`src/rtl/conv1_pkg.sv`:
```
// rtl/conv1_pkg.sv - shared constants, state and slice types for the conv1 window scheduler
package conv1_pkg;

    localparam int DEF_IMG_W      = 32;
    localparam int DEF_IMG_H      = 32;
    localparam int DEF_FILT_DIM   = 5;
    localparam int DEF_FILT_INST  = 4;
    localparam int DEF_PXL_WIDTH  = 8;
    localparam int DEF_DATA_WIDTH = 64;

    localparam int OUT_W            = DEF_IMG_W - DEF_FILT_DIM + 1;
    localparam int OUT_H            = DEF_IMG_H - DEF_FILT_DIM + 1;
    localparam int NUM_COL_GRP      = OUT_W / DEF_FILT_INST;
    localparam int SLICES_PER_FRAME = OUT_H * NUM_COL_GRP;

    // Column groups must tile the output width exactly; no right-edge padding exists.
    localparam bit GRP_DIV_OK = (OUT_W % DEF_FILT_INST) == 0;

    typedef enum logic [1:0] {
        ST_IDLE,
        ST_REQ,
        ST_HOLD,
        ST_DONE
    } sched_state_e;

    typedef logic [DEF_FILT_DIM*DEF_DATA_WIDTH-1:0] slice_t;

endpackage

```
`src/rtl/conv1_win_cnt.sv`:
```
// rtl/conv1_win_cnt.sv - output row / column-group counters with last-slice flag
module conv1_win_cnt
    import conv1_pkg::*;
#(
    parameter int NUM_ROWS = OUT_H,
    parameter int NUM_GRPS = NUM_COL_GRP,
    localparam int RW = $clog2(NUM_ROWS),
    localparam int GW = $clog2(NUM_GRPS)
) (
    input  logic          clk_i,
    input  logic          rst_n_i,
    input  logic          clr_i,
    input  logic          adv_i,
    output logic [RW-1:0] row_o,
    output logic [GW-1:0] grp_o,
    output logic          last_o
);

    logic [RW-1:0] row_q, row_d;
    logic [GW-1:0] grp_q, grp_d;
    logic          row_last;
    logic          grp_last;

    assign row_last = (row_q == RW'(NUM_ROWS - 1));
    assign grp_last = (grp_q == GW'(NUM_GRPS - 1));

    always_comb begin
        row_d = row_q;
        grp_d = grp_q;
        if (clr_i) begin
            row_d = '0;
            grp_d = '0;
        end else if (adv_i) begin
            if (grp_last) begin
                grp_d = '0;
                row_d = row_last ? '0 : row_q + 1'b1;
            end else begin
                grp_d = grp_q + 1'b1;
            end
        end
    end

    always_ff @(posedge clk_i or negedge rst_n_i) begin
        if (!rst_n_i) begin
            row_q <= '0;
            grp_q <= '0;
        end else begin
            row_q <= row_d;
            grp_q <= grp_d;
        end
    end

    assign row_o  = row_q;
    assign grp_o  = grp_q;
    assign last_o = row_last && grp_last;

endmodule

```
`src/rtl/conv1_window_sched.sv`:
```
// rtl/conv1_window_sched.sv - walks the 5x5 conv1 window over the frame, one 5x8 slice per step
module conv1_window_sched
    import conv1_pkg::*;
#(
    parameter int IMG_W      = DEF_IMG_W,
    parameter int IMG_H      = DEF_IMG_H,
    parameter int FILT_DIM   = DEF_FILT_DIM,
    parameter int FILT_INST  = DEF_FILT_INST,
    parameter int PXL_WIDTH  = DEF_PXL_WIDTH,
    parameter int DATA_WIDTH = DEF_DATA_WIDTH
) (
    input  logic                           clk_i,
    input  logic                           rst_n_i,
    input  logic                           start_i,
    input  logic                           abort_i,
    output logic                           busy_o,
    output logic                           done_o,
    output logic                           win_req_o,
    output logic [4:0]                     win_row_o,
    output logic [4:0]                     win_col_o,
    input  logic                           win_ack_i,
    input  logic [FILT_DIM*DATA_WIDTH-1:0] win_data_i,
    output logic                           out_vld_o,
    input  logic                           out_rdy_i,
    output logic [FILT_DIM*DATA_WIDTH-1:0] out_data_o,
    output logic [4:0]                     out_row_o,
    output logic [4:0]                     out_col_o
);

    localparam int ROWS = IMG_H - FILT_DIM + 1;
    localparam int GRPS = (IMG_W - FILT_DIM + 1) / FILT_INST;
    localparam int RW   = $clog2(ROWS);
    localparam int GW   = $clog2(GRPS);

    if (!GRP_DIV_OK || ((IMG_W - FILT_DIM + 1) % FILT_INST) != 0
        || (DATA_WIDTH % PXL_WIDTH) != 0) begin : g_bad_geometry
        $error("conv1_window_sched: column groups do not tile the output width");
    end

    sched_state_e state_q, state_d;

    logic [FILT_DIM*DATA_WIDTH-1:0] data_q;
    logic [4:0]                     tag_row_q;
    logic [4:0]                     tag_col_q;
    logic                           capture;
    logic                           cnt_adv;
    logic                           cnt_clr;
    logic [RW-1:0]                  cnt_row;
    logic [GW-1:0]                  cnt_grp;
    logic                           cnt_last;
    logic [4:0]                     cur_row;
    logic [4:0]                     cur_col;

    // Counters are cleared both while idle and on abort so a restart always begins at (0,0).
    assign cnt_clr = (state_q == ST_IDLE) || abort_i;

    conv1_win_cnt #(
        .NUM_ROWS (ROWS),
        .NUM_GRPS (GRPS)
    ) u_win_cnt (
        .clk_i   (clk_i),
        .rst_n_i (rst_n_i),
        .clr_i   (cnt_clr),
        .adv_i   (cnt_adv),
        .row_o   (cnt_row),
        .grp_o   (cnt_grp),
        .last_o  (cnt_last)
    );

    assign cur_row = 5'(cnt_row);
    assign cur_col = 5'(cnt_grp * FILT_INST);

    always_comb begin
        state_d = state_q;
        capture = 1'b0;
        cnt_adv = 1'b0;
        unique case (state_q)
            ST_IDLE: begin
                if (start_i) state_d = ST_REQ;
            end
            ST_REQ: begin
                if (abort_i) begin
                    state_d = ST_IDLE;
                end else if (win_ack_i) begin
                    capture = 1'b1;
                    state_d = ST_HOLD;
                end
            end
            ST_HOLD: begin
                if (abort_i) begin
                    state_d = ST_IDLE;
                end else if (out_rdy_i) begin
                    if (cnt_last) begin
                        state_d = ST_DONE;
                    end else begin
                        cnt_adv = 1'b1;
                        state_d = ST_REQ;
                    end
                end
            end
            ST_DONE: begin
                state_d = ST_IDLE;
            end
            default: state_d = ST_IDLE;
        endcase
    end

    always_ff @(posedge clk_i or negedge rst_n_i) begin
        if (!rst_n_i) begin
            state_q <= ST_IDLE;
        end else begin
            state_q <= state_d;
        end
    end

    always_ff @(posedge clk_i or negedge rst_n_i) begin
        if (!rst_n_i) begin
            data_q    <= '0;
            tag_row_q <= '0;
            tag_col_q <= '0;
        end else if (capture) begin
            data_q    <= win_data_i;
            tag_row_q <= cur_row;
            tag_col_q <= cur_col;
        end
    end

    assign busy_o     = (state_q != ST_IDLE);
    assign done_o     = (state_q == ST_DONE);
    assign win_req_o  = (state_q == ST_REQ);
    assign out_vld_o  = (state_q == ST_HOLD);
    assign win_row_o  = cur_row;
    assign win_col_o  = cur_col;
    assign out_data_o = data_q;
    assign out_row_o  = tag_row_q;
    assign out_col_o  = tag_col_q;

endmodule
```
`config.mk`:
```
export PLATFORM = sky130hd
export DESIGN_NAME = conv1_window_sched
export DESIGN_NICKNAME = d
export VERILOG_FILES = /design/src/rtl/conv1_pkg.sv /design/src/rtl/conv1_win_cnt.sv /design/src/rtl/conv1_window_sched.sv
export SDC_FILE = /design/constraint.sdc
export NUM_CORES = 1
export LEC_CHECK = 0
export ABC_AREA = 0
export CAP_MARGIN = 20
export CORE_AREA = 4 4 255 257
export DETAILED_ROUTE_END_ITERATION = 6
export DIE_AREA = 0 0 259 261
export PLACE_DENSITY = 0.46
export SYNTH_ARGS = -nofsm -noshare
export SYNTH_HDL_FRONTEND = slang
export SYNTH_HIERARCHICAL = 1
export SYNTH_SLANG_ARGS = --single-unit
```
`constraint.sdc`:
```
create_clock -name clk_i -period 2.37 [get_ports clk_i]
set_input_delay 0.237 -clock clk_i [delete_from_list [all_inputs] [get_ports clk_i]]
set_output_delay 0.237 -clock clk_i [all_outputs]
set_load 0.005 [all_outputs]
```
; ---- Yosys cells after proc, flatten, opt, wreduce, memory -nomap -nowiden
; Cells that the tools add are included.
[word_totals]
register_bits = 338
out_inout_bits = 344
elab_cells = 45
[op_classes]
addsub = 2
n_eq_ne = 8
muxes = 21
reduce_logical = 8
[ops]
columns = op, count
row1 = $mux 5, 4
row2 = $mux 2, 6
row3 = $mux 3, 3
row4 = $pmux 2 s4, 1
row5 = $mux 1, 7
row6 = $ne 3x2->1 const B, 2
row7 = $reduce_bool 2->1, 3
row8 = $add 5x1->5 const B, 1
row9 = $eq 5x5->1 const B, 1
row10 = $eq 2x2->1 const B, 2
row11 = $add 3x1->3 const B, 1
row12 = $eq 3x3->1 const B, 1
row13 = $reduce_and 3->1, 1
row14 = $eq 2x1->1 const B, 1
row15 = $logic_not 2->1, 1
row16 = $ne 2x2->1 const B, 1
row17 = $reduce_and 2->1, 1
row18 = $logic_and 1x1->1, 1
row19 = $logic_or 1x1->1, 1

; ---- Longest topological paths before layout
; Gate-level depths: netlist of the first run.
[logic_depth]
ltp_word = 8
depth_mapped = 7
mapped_depth_nobuf = 7

; ---- Hierarchy
; Netlist of the first run, hierarchy kept.
[by_module_without_submodules]
columns = mod, n_inst, cells_per_inst, area_each_um2
row1 = conv1_window_sched, 1, 714, 12587.1
row2 = conv1_win_cnt, 1, 45, 430.4

; ---- Worst setup path after synthesis of the first run
; Ideal clock, no wire load.
[synth_path]
path_type = register to register
startpoint = reg u_win_cnt.row_q[0] (netlist: u_win_cnt/row_o[0])
endpoint = reg u_win_cnt.row_q[4] (netlist: u_win_cnt/row_o[4])
t_arrival_ns = 1.999
required_time_ns = 2.292
slack_ns = 0.293
stages_incl_launch_ff = 8
path_buffers = 0
period_less_slack_ns = 2.077
cell_sequence = dfrtp_1 ha_1 nand4b_1 nor3_1 nor2_1 nand4b_4 or4b_1 a21oi_1
[synth_via]
elab_chain_len = 8
[synth_rtl]
columns = element, line
row1 = start: declaration, conv1_win_cnt.sv:19  ; logic [RW-1:0] row_q, row_d;
row2 = start signal: assignment, conv1_win_cnt.sv:48  ; row_q <= row_d;
row3 = $eq 5x5->1, conv1_win_cnt.sv:24  ; assign row_last = (row_q == RW'(NUM_ROWS - 1));
row4 = $logic_and 1x1->1, conv1_win_cnt.sv:55  ; assign last_o = row_last && grp_last;
row5 = via cnt_last, conv1_window_sched.sv:50  ; logic cnt_last;
row6 = $mux 1, conv1_window_sched.sv:93  ; if (cnt_last) begin
row7 = $mux 1, conv1_window_sched.sv:92  ; end else if (out_rdy_i) begin
row8 = $mux 1, conv1_window_sched.sv:90  ; if (abort_i) begin
row9 = $mux 1, conv1_window_sched.sv:77  ; unique case (state_q)
row10 = via cnt_adv, conv1_window_sched.sv:46  ; logic cnt_adv;
row11 = $reduce_bool 2->1 (no line), --
row12 = $reduce_and 2->1 (no line), --
; The timed path passes the listed nets, and every way through them passes these cells. The select of a mux whose other input is x is not followed.
; A chain may end at the register's enable or synchronous reset.

; ---- Worst setup path in the final report of the first run
; Ends and elaborated chain as after synthesis.

==> flow_summary.json, run 1 <==
{
  "ctsResizeCount": 0,
  "syn_area_sq_um": 13000,
  "setup_viol": 0,
  "crit_type": "reg -> reg",
  "yosysUniqueCellTypes": 31,
  "io_pins": 670,
  "drive_above_1_share_pct": 28.5,
  "synth-edff-count": 0,
  "routed_wl_mm": 46.0,
  "num-nets-final": 1791,
  "avgSynthCellArea_sq_um": 17.2,
  "rows": 92,
  "final.setup.tns_ns": 0,
  "cp_top_family": "simple AND/OR/NAND/NOR gates",
  "synthTopCellsByCount": "dfrtp_1 (338), mux2_2 (328), clkbuf_8 (31)",
  "timing.fmax_mhz": 461,
  "post-cts-setup-buffer-count": 0,
  "yosys_warnings": 6,
  "synthCells": 759,
  "wl_per_cell_microns": 19.6,
  "hold_class": "in -> async",
  "drc_errors": 0,
  "die_area_sq_um": 67600,
  "cpPeakStageDelay_ns": 0.49,
  "cp-end-kind": "register",
  "track_usage_pct": 13.0,
  "postPlaceCellArea_sq_um": 20600,
  "synth_xor_area_share_pct": 0,
  "antenna_found_initial": 7,
  "clkLatencyLatePin_ns": 0.55,
  "initial_core_util_pct": 20.7,
  "drt_iter0_drc": 246,
  "synthMuxAreaShare_pct": 28.5,
  "worstPathRequired_ns": 2.84,
  "synth_seq_area_share_pct": 65.0,
  "period_minus_slack_ns": 2.17,
  "synthSimpleGateAreaFrac_pct": 1.70,
  "path_cells": "ha_1 -> nand4b_1 -> nor3_1 -> nor2_1 -> nand4b_4 -> or4b_1 -> a21oi_1",
  "grt_max_degree": 54,
  "tritoncts": "yes",
  "yosysTopAreaCellShare_pct": 65.0,
  "clock_sinks": 338,
  "design_area_sq_um": 22000,
  "ys.flop_type": "dfrtp_1",
  "critPathArrivalTime_ns": 2.64,
  "cap_viol_max_count": 0,
  "status": "finished clean",
  "ant_nets": 0,
  "utilization_pct": 35.1,
  "power_density_nw_per_um2": 1020,
  "die_x_microns": 259,
  "area_growth_pct": 69.2,
  "gp_congestion": 0.737,
  "r2r_slack_ns": 0.20,
  "total_power_mw": 22.4,
  "slew_viol_final": 0,
  "vias_per_cell": 3.88,
  "startpoint_type": "register",
  "p_leak_nw": 8.90,
  "grt_overflow": 0,
  "synth_fa_ha_area_share_pct": 0.0961,
  "synth_top_family_by_area": "multiplexers",
  "synth_compound_area_share_pct": 0.538,
  "hold_viol": 0,
  "peakVddDrop_mv": 0.462,
  "cts-root-buf": "clkbuf_16",
  "cp_max_fo": 7,
  "die_y_microns": 261,
  "cts_max_level": 2,
  "cts_hold_buf": 1,
  "path_clk_slew_ns": 0.06,
  "grt_pass1_wl_mm": 66.5,
  "synth_area_leaders": "dfrtp_1 (65%), mux2_2 (28%), clkbuf_8 (3.3%)",
  "finClkSkew_ns": 0.0104,
  "ctsLongestPathBuffers": 3,
  "coreArea_sq_um": 62700,
  "slowest_stage": "or4b_1",
  "drt_first_pass_iters": 4,
  "crit_buf_inv": 0,
  "ys_seq_elements": 338,
  "cts_buffers": 43,
  "first_global_vias": 9970,
  "rsz0062_at_grt": "false",
  "yosys.cell_count.top_type": "dfrtp_1",
  "synth_top_area_cell": "dfrtp_1",
  "critical_path_depth": 7,
  "post-route-period-util_pct": 91.5,
  "vias": 9104,
  "io_buffers": 665,
  "rr_worst_depth": 7,
  "dp_hpwl_mm": 35.7,
  "async_flop_share_pct": 100
}
## layout by cell type, fill, tap and decap left out, types with 2 or more instances in the layout
master / instances
clkdlybuf4s50_1: 664
dfrtp_1: 338
mux2_2: 328
clkbuf_16: 45
buf_4: 18
clkbuf_1: 14
buf_12: 14
nand2_1: 10
clkbuf_8: 10
diode_2: 7
a21oi_1: 7
nor2_1: 4
o21ai_0: 4
conb_1: 4
clkinv_2: 4
nand3b_1: 3
nand4b_1: 3
nand2b_1: 2
mux2i_1: 2
clkinv_4: 2
nand3_1: 2
## per-stage QoR
step           worst slack [ns]  hold slack, ns  instances
2_1_floorplan             0.293         -0.0586        762
3_3_place_gp              0.214           0.201       2264
4_1_cts                   0.184           0.177       2342
6_report                  0.202           0.208       2349
3_5_place_dp              0.161           0.205       2264
5_1_grt                  0.0250           0.235       2349
## power breakdown
group | internal (mW) | switching, mW
Sequential | 7.69 | 0.974
Combinational | 5.13 | 2.26
Clock | 3.79 | 2.53
Total | 16.6 | 5.76
## layout make-up
class | count | area, sq um
inverters | 1 | 3.75
fillers | 6139 | 40700
clock buffers | 69 | 1320
clock inverters | 8 | 53.8
repair buffers | 698 | 7090
diodes | 7 | 17.5
flip-flops and latches | 338 | 8460
well taps | 846 | 1060
multi-input cells | 382 | 4030
## registers in the layout, indices dropped and copies added, names as in the netlist
signal,cells
out_data_o,320
out_row_o,5
u_win_cnt/row_o,5
out_col_o,3
u_win_cnt/grp_o,3
state_q,2
## metal layers
layer	vias to the layer above	GRT usage, %	share of wire (%)
met5	-	0	0
met4	0	4.45	2.5
li1	4095	-	-
met2	340	23.4	53
met1	4598	14.0	36
met3	71	5.03	8.7
## final timing paths
check | end | start
worst min-delay path | out_data_o[113] | rst_n_i
worst min register to register | out_data_o[227] | out_data_o[227]
max in group asynchronous | out_data_o[22] | rst_n_i
worst max register to register | u_win_cnt/row_o[4] | u_win_cnt/row_o[0]
min in group clk_i | out_data_o[35] | win_data_i[35]
worst max-delay path | u_win_cnt/row_o[4] | u_win_cnt/row_o[0]
## kinds of logic after synthesis
family | after synthesis
buffers and inverters | 42
other | 1
and+or+nand+nor | 34
adders and majority gates | 1
DFF | 338
AOI/OAI and AO/OA | 13
muxes | 330
## worst reg2reg max path, cell delays in order, from the launching register on
cell and delay (ns):
dfrtp_1 0.44, ha_1 0.26, nand4b_1 0.19, nor3_1 0.09, nor2_1 0.31, nand4b_4 0.19
or4b_1 0.49, a21oi_1 0.13
Power figures use the tool's default switching activity.
==> inputs of run 2 (changes only) <==
--- a/config.mk
+++ b/config.mk
@@ -5,12 +5,13 @@
 export SDC_FILE = /design/constraint.sdc
 export NUM_CORES = 1
 export LEC_CHECK = 0
-export ABC_AREA = 0
+export ABC_AREA = 1
 export CAP_MARGIN = 20
-export CORE_AREA = 4 4 255 257
+export CORE_AREA = 4 4 257 259
+export CTS_BUF_LIST = sky130_fd_sc_hd__clkbuf_8
 export DETAILED_ROUTE_END_ITERATION = 6
-export DIE_AREA = 0 0 259 261
-export PLACE_DENSITY = 0.46
+export DIE_AREA = 0 0 261 263
+export PLACE_DENSITY = 0.47
 export SYNTH_ARGS = -nofsm -noshare
 export SYNTH_HDL_FRONTEND = slang
 export SYNTH_HIERARCHICAL = 1
==> flow_summary.json, run 2 <==
{
  "slowest_stage": "clkdlybuf4s50_1",
  "synth-edff-count": 0,
  "rsz0062_at_grt": "false",
  "vias_per_cell": 3.87,
  "power_density_nw_per_um2": 1210,
  "ys_seq_elements": 338,
  "antenna_found_initial": 11,
  "io_buffers": 665,
  "first_global_vias": 12500,
  "post-cts-setup-buffer-count": 0,
  "synthCells": 1476,
  "initial_core_util_pct": 21.8,
  "setup_viol": 0,
  "final.setup.tns_ns": 0,
  "grt_max_degree": 76,
  "maxSlewHeadroom_pct": 62.8,
  "ys.flop_type": "dfrtp_1",
  "mostFrequentLayoutCell": "clkdlybuf4s50_1",
  "cap_viol_max_count": 0,
  "drt_first_pass_iters": 4,
  "worstPathRequired_ns": 2.13,
  "slew_viol_final": 0,
  "tritoncts": "yes",
  "die_area_sq_um": 68600,
  "peakVddDrop_mv": 0.531,
  "drive_above_1_share_pct": 7.75,
  "cts_buffers": 67,
  "num-nets-final": 2498,
  "grt_overflow": 0,
  "cp-end-kind": "primary output",
  "cp_top_family": "buffers and inverters",
  "worst_pin_slew_ns": 0.558,
  "hold_class": "in -> reg",
  "die_y_microns": 263,
  "cts_max_level": 3,
  "synth_top_area_cell": "dfrtp_1",
  "grt_pass1_wl_mm": 74.2,
  "synth_area_leaders": "dfrtp_1 (61%), o21ai_1 (10%), nand2_1 (9.4%)",
  "most-common-layout-cells": "clkdlybuf4s50_1 (664), inv_1 (368), nand2_1 (349)",
  "async_flop_share_pct": 100,
  "routed_wl_mm": 49.4,
  "startpoint_type": "register",
  "yosysUniqueCellTypes": 27,
  "path_clk_slew_ns": 0.06,
  "clock_sinks": 338,
  "synth_seq_area_share_pct": 60.8,
  "dp_hpwl_mm": 37.9,
  "avgSynthCellArea_sq_um": 9.42,
  "cp_max_fo": 5,
  "drt_iter0_drc": 605,
  "vias": 11900,
  "finClkSkew_ns": 0.0375,
  "status": "finished clean",
  "cpPeakStageDelay_ns": 0.55,
  "clkLatencyLatePin_ns": 0.64,
  "crit_type": "reg -> out",
  "yosys.cell_count.top_type": "nand2_1",
  "drc_errors": 0,
  "cts-root-buf": "clkbuf_8",
  "gp_congestion": 0.802,
  "yosysTopAreaCellShare_pct": 60.8,
  "io_pins": 670,
  "period_minus_slack_ns": 2.06,
  "fill_cells": 6508,
  "utilization_pct": 35.3,
  "die_x_microns": 261,
  "path_cells": "inv_1 -> nor2_2 -> clkdlybuf4s50_1",
  "p_leak_nw": 11.0,
  "crit_buf_inv": 2,
  "wl_per_cell_microns": 16.0,
  "track_usage_pct": 13.9,
  "area_growth_pct": 62.4,
  "post-route-period-util_pct": 87.0,
  "critPathArrivalTime_ns": 1.83,
  "ctsLongestPathBuffers": 3,
  "timing.fmax_mhz": 485,
  "hold_viol": 0,
  "synthTopCellsByCount": "nand2_1 (349), inv_1 (341), dfrtp_1 (338)",
  "coreArea_sq_um": 63900,
  "yosys_warnings": 6,
  "syn_area_sq_um": 13900,
  "rows": 93,
  "ant_nets": 0,
  "largest_reg_flops": 320
}
## run 2: cell count changes after synthesis, sizes merged, moves of 3 or more
cell / previous run / this run
nand2: 10 / 351
mux2: 328 / 0
a21oi: 7 / 4
nand4b: 4 / 0
inv: 1 / 344
buf: 10 / 76
nor2: 4 / 9
o21ai: 4 / 330
nand3: 2 / 11
clkbuf: 31 / 1
nand4: 0 / 5
## run 2: final timing paths
path                               startpoint            endpoint  slack [ns]  cells past startpoint
hold / removal                 win_data_i[76]      out_data_o[76]        0.13                      3
min in group asynchronous             rst_n_i     out_data_o[265]        0.16                      2
setup reg to reg           u_win_cnt/row_o[0]  u_win_cnt/grp_o[1]        0.49                      8
max in group asynchronous             rst_n_i      out_data_o[37]        1.37                      3
hold reg to reg               out_data_o[263]     out_data_o[263]        0.48                      2
setup / recovery                   state_q[1]           out_vld_o        0.31                      3
## run 2: per-stage QoR
stage | total power, mW | hold slack [ns] | area [sq um] | instances | setup WS, ns
3_3_place_gp | 21.7 | 0.226 | 21200 | 2956 | 0.492
2_1_floorplan | 13.9 | -0.0586 | 13900 | 1479 | 0.810
4_1_cts | 28.1 | 0.0356 | 22600 | 3074 | 0.125
6_report | 27.4 | 0.134 | 22600 | 3083 | 0.307
5_1_grt | 29.5 | 0.0822 | 22600 | 3079 | 0.0936
3_5_place_dp | 21.9 | 0.227 | 21200 | 2956 | 0.452
## run 2: cells by family (layout without fill, tap and decap cells)
kind of cell | Yosys count | in the layout | synth area share (%)
buf+inv | 421 | 1161 | 15.1
simple gates | 379 | 379 | 10.7
flops | 338 | 338 | 60.8
compound gates | 335 | 335 | 13.1
fa+ha+maj | 1 | 1 | 0.0900
other cells | 1 | 13 | 0.0270
xor+xnor | 1 | 1 | 0.0630
## run 2: final cells by class
cell class / instances / area (sq um) / share of cell area, %
repair buffers: 700 / 7050 / 31.2
diodes: 9 / 22.5 / 0.0998
inverters: 344 / 1290 / 5.72
clock buffers: 82 / 1130 / 5.00
clock inverters: 35 / 201 / 0.892
flip-flops and latches: 338 / 8460 / 37.5
well taps: 855 / 1070 / 4.74
multi-input cells: 720 / 3350 / 14.9
## run 2: worst register-to-register path: stages, from the launching register on
cell	delay, ns
dfrtp_1	0.46
ha_1	0.26
nand3_1	0.16
nor3_1	0.31
nor2_1	0.14
inv_1	0.08
nand2_1	0.10
nand3_1	0.10
nor3b_1	0.18
## run 2: timing repair
| item | in CTS | in global routing |
|---|---|---|
| endpoints found under the hold margin | 111 | 0 |
| resized for setup | 0 | 1 |
| hold buffers | 1 | 0 |
| endpoints found under the setup margin | 0 | 1 |
## run 2: routing by layer
metal | share of wire (%) | vias to the layer above | track usage (%)
li1 | - | 5882 | -
met1 | 38 | 5501 | 15.5
met2 | 49 | 444 | 23.7
met3 | 10 | 90 | 5.88
met4 | 2.6 | 4 | 5.35
met5 | 0.049 | - | 0
## run 2: report_power, final
group	leakage [nW]	switching (mW)	internal [mW]	total (mW)
Sequential	4.23	1.63	8.65	10.3
Clock	0.777	2.64	3.25	5.88
Combinational	6.04	4.42	6.83	11.2
==> inputs of run 3 (changes only) <==
--- a/config.mk
+++ b/config.mk
@@ -5,13 +5,13 @@
 export SDC_FILE = /design/constraint.sdc
 export NUM_CORES = 1
 export LEC_CHECK = 0
-export ABC_AREA = 1
 export CAP_MARGIN = 20
-export CORE_AREA = 4 4 257 259
+export CORE_AREA = 4 4 260 262
 export CTS_BUF_LIST = sky130_fd_sc_hd__clkbuf_8
 export DETAILED_ROUTE_END_ITERATION = 6
-export DIE_AREA = 0 0 261 263
-export PLACE_DENSITY = 0.47
+export DIE_AREA = 0 0 264 266
+export PLACE_DENSITY = 0.45
+export SETUP_SLACK_MARGIN = 0.3
 export SYNTH_ARGS = -nofsm -noshare
 export SYNTH_HDL_FRONTEND = slang
 export SYNTH_HIERARCHICAL = 1
==> flow_summary.json, run 3 (same netlist as run 1, synthesis figures left out) <==
{
  "power_density_nw_per_um2": 1000,
  "crit_type": "reg -> out",
  "power_frac_seq_pct": 39.1,
  "final.setup.tns_ns": 0,
  "gp_congestion": 0.774,
  "drt_iter0_drc": 256,
  "initial_core_util_pct": 19.9,
  "drive_above_1_share_pct": 30.7,
  "hold_class": "in -> async",
  "cp-end-kind": "primary output",
  "path_cells": "clkdlybuf4s50_1",
  "post-route-period-util_pct": 81.9,
  "p_leak_nw": 9.07,
  "routed_wl_mm": 46.5,
  "most-common-layout-cells": "clkdlybuf4s50_1 (660), dfrtp_1 (334), mux2_2 (328)",
  "grt_overflow": 0,
  "period_minus_slack_ns": 1.94,
  "wl_per_cell_microns": 19.3,
  "clkLatencyLatePin_ns": 0.60,
  "vias_per_cell": 3.84,
  "vias": 9265,
  "p_switching_mw": 5.91,
  "grt_max_degree": 60,
  "slowest_stage": "clkdlybuf4s50_1",
  "status": "finished clean",
  "coreArea_sq_um": 65400,
  "rows": 94,
  "clock_sinks": 338,
  "cts_buffers": 69,
  "io_buffers": 665,
  "fill_cells": 6477,
  "cts_max_level": 3,
  "startpoint_type": "register",
  "timing.fmax_mhz": 515,
  "io_pins": 670,
  "total_power_mw": 22.1,
  "die_x_microns": 264,
  "largest_reg_flops": 320,
  "cp_max_fo": 10,
  "cap_viol_max_count": 0,
  "grt_pass1_wl_mm": 68.3,
  "die_y_microns": 266,
  "drt_first_pass_iters": 4,
  "ctsLongestPathBuffers": 3,
  "die_area_sq_um": 70200,
  "mostFrequentLayoutCell": "clkdlybuf4s50_1",
  "drc_errors": 0,
  "p_clk_share_pct": 27.4,
  "finClkSkew_ns": 0.0231,
  "cpPeakStageDelay_ns": 0.58,
  "seqCellArea_sq_um": 8460,
  "first_global_vias": 10400,
  "hold_viol": 0,
  "combPwrFrac_pct": 33.4,
  "dp_hpwl_mm": 35.9,
  "switching_share_pct": 26.7,
  "cts-root-buf": "clkbuf_8",
  "area_growth_pct": 70.0,
  "antenna_found_initial": 5,
  "cp_top_family": "buffers and inverters",
  "path_clk_slew_ns": 0.05,
  "rsz0062_at_grt": "true",
  "crit_buf_inv": 1,
  "critPathArrivalTime_ns": 1.70,
  "tritoncts": "yes",
  "setup_viol": 0,
  "num-nets-final": 1819,
  "track_usage_pct": 12.8,
  "multi_input_area_sq_um": 4040,
  "slew_viol_final": 0,
  "maxSlewHeadroom_pct": 61.8,
  "worstPathRequired_ns": 2.13,
  "ant_nets": 0,
  "worst_pin_slew_ns": 0.573,
  "intPower_mw": 16.2,
  "peakVddDrop_mv": 0.468
}
## run 3: cell types whose count changed in the layout (fill, tap and decap cells not counted), sizes merged, moves of 3 or more
cell / delta
a21oi: +3
clkbuf: +4
clkdlybuf4s50: -4
clkinv: +7
diode: -4
inv: -347
mux2: +328
nand2: -341
nand3: -9
nand4: -5
nand4b: +4
nor2: -5
o21ai: -326
## run 3: through the flow
step	std cells	instance area [sq um]	hold slack [ns]	setup WS, ns	utilization, %
2_1_floorplan	762	13000	-0.0586	0.405	-
3_3_place_gp	2280	20700	0.252	0.223	31.6
3_5_place_dp	2280	20700	0.249	0.194	31.6
4_1_cts	2408	22100	0.116	0.319	33.8
5_1_grt	2413	22100	0.141	0.288	33.8
6_report	2414	22100	0.180	0.428	33.9
## run 3: area by class of cell
type | instances | area share (%)
Multi-Input combinational cell | 382 | 18.3
Clock buffer | 86 | 5.35
Timing Repair Buffer | 700 | 32.2
Antenna cell | 5 | 0.0565
Tap cell | 864 | 4.88
Inverter | 1 | 0.0170
Sequential cell | 338 | 38.2
Clock inverter | 38 | 0.989
## run 3: what timing repair did
| action | CTS | global route |
|---|---|---|
| endpoints found under the setup margin | 5 | 10 |
| buffers inserted | 3 | 1 |
| hold endpoints to repair | 106 | 0 |
| hold buffers | 1 | 0 |
| pin swaps | 0 | 1 |
| gates resized for setup | 5 | 6 |
## run 3: power by group through the flow
stage,Combinational (mW),Sequential (mW),Clock [mW]
after global routing,7.86,8.95,6.67
final,7.40,8.67,6.07
after detailed placement,7.56,8.78,0
after global placement,7.53,8.73,0
after CTS,7.60,8.71,6.41
after floorplan,1.94,8.85,0
## run 3: worst paths after layout
check / startpoint / end / slack (ns) / cells after the start
min in group clk_i: win_data_i[2] / out_data_o[2] / 0.22 / 2
max: u_win_cnt/grp_o[0] / win_col_o[2] / 0.43 / 1
max reg2reg: u_win_cnt/row_o[0] / u_win_cnt/row_o[4] / 0.44 / 7
max in group asynchronous: rst_n_i / out_data_o[93] / 1.42 / 3
min reg2reg: out_data_o[287] / out_data_o[287] / 0.50 / 1
min: rst_n_i / out_data_o[109] / 0.18 / 2
## run 3: per-layer routing
layer,share of wire (%),global-route usage (%),vias to the layer above
met4,2.8,4.60,0
met5,0,0,-
met1,35,13.1,4625
li1,-,-,4181
met3,8.4,5.26,78
met2,54,23.4,381
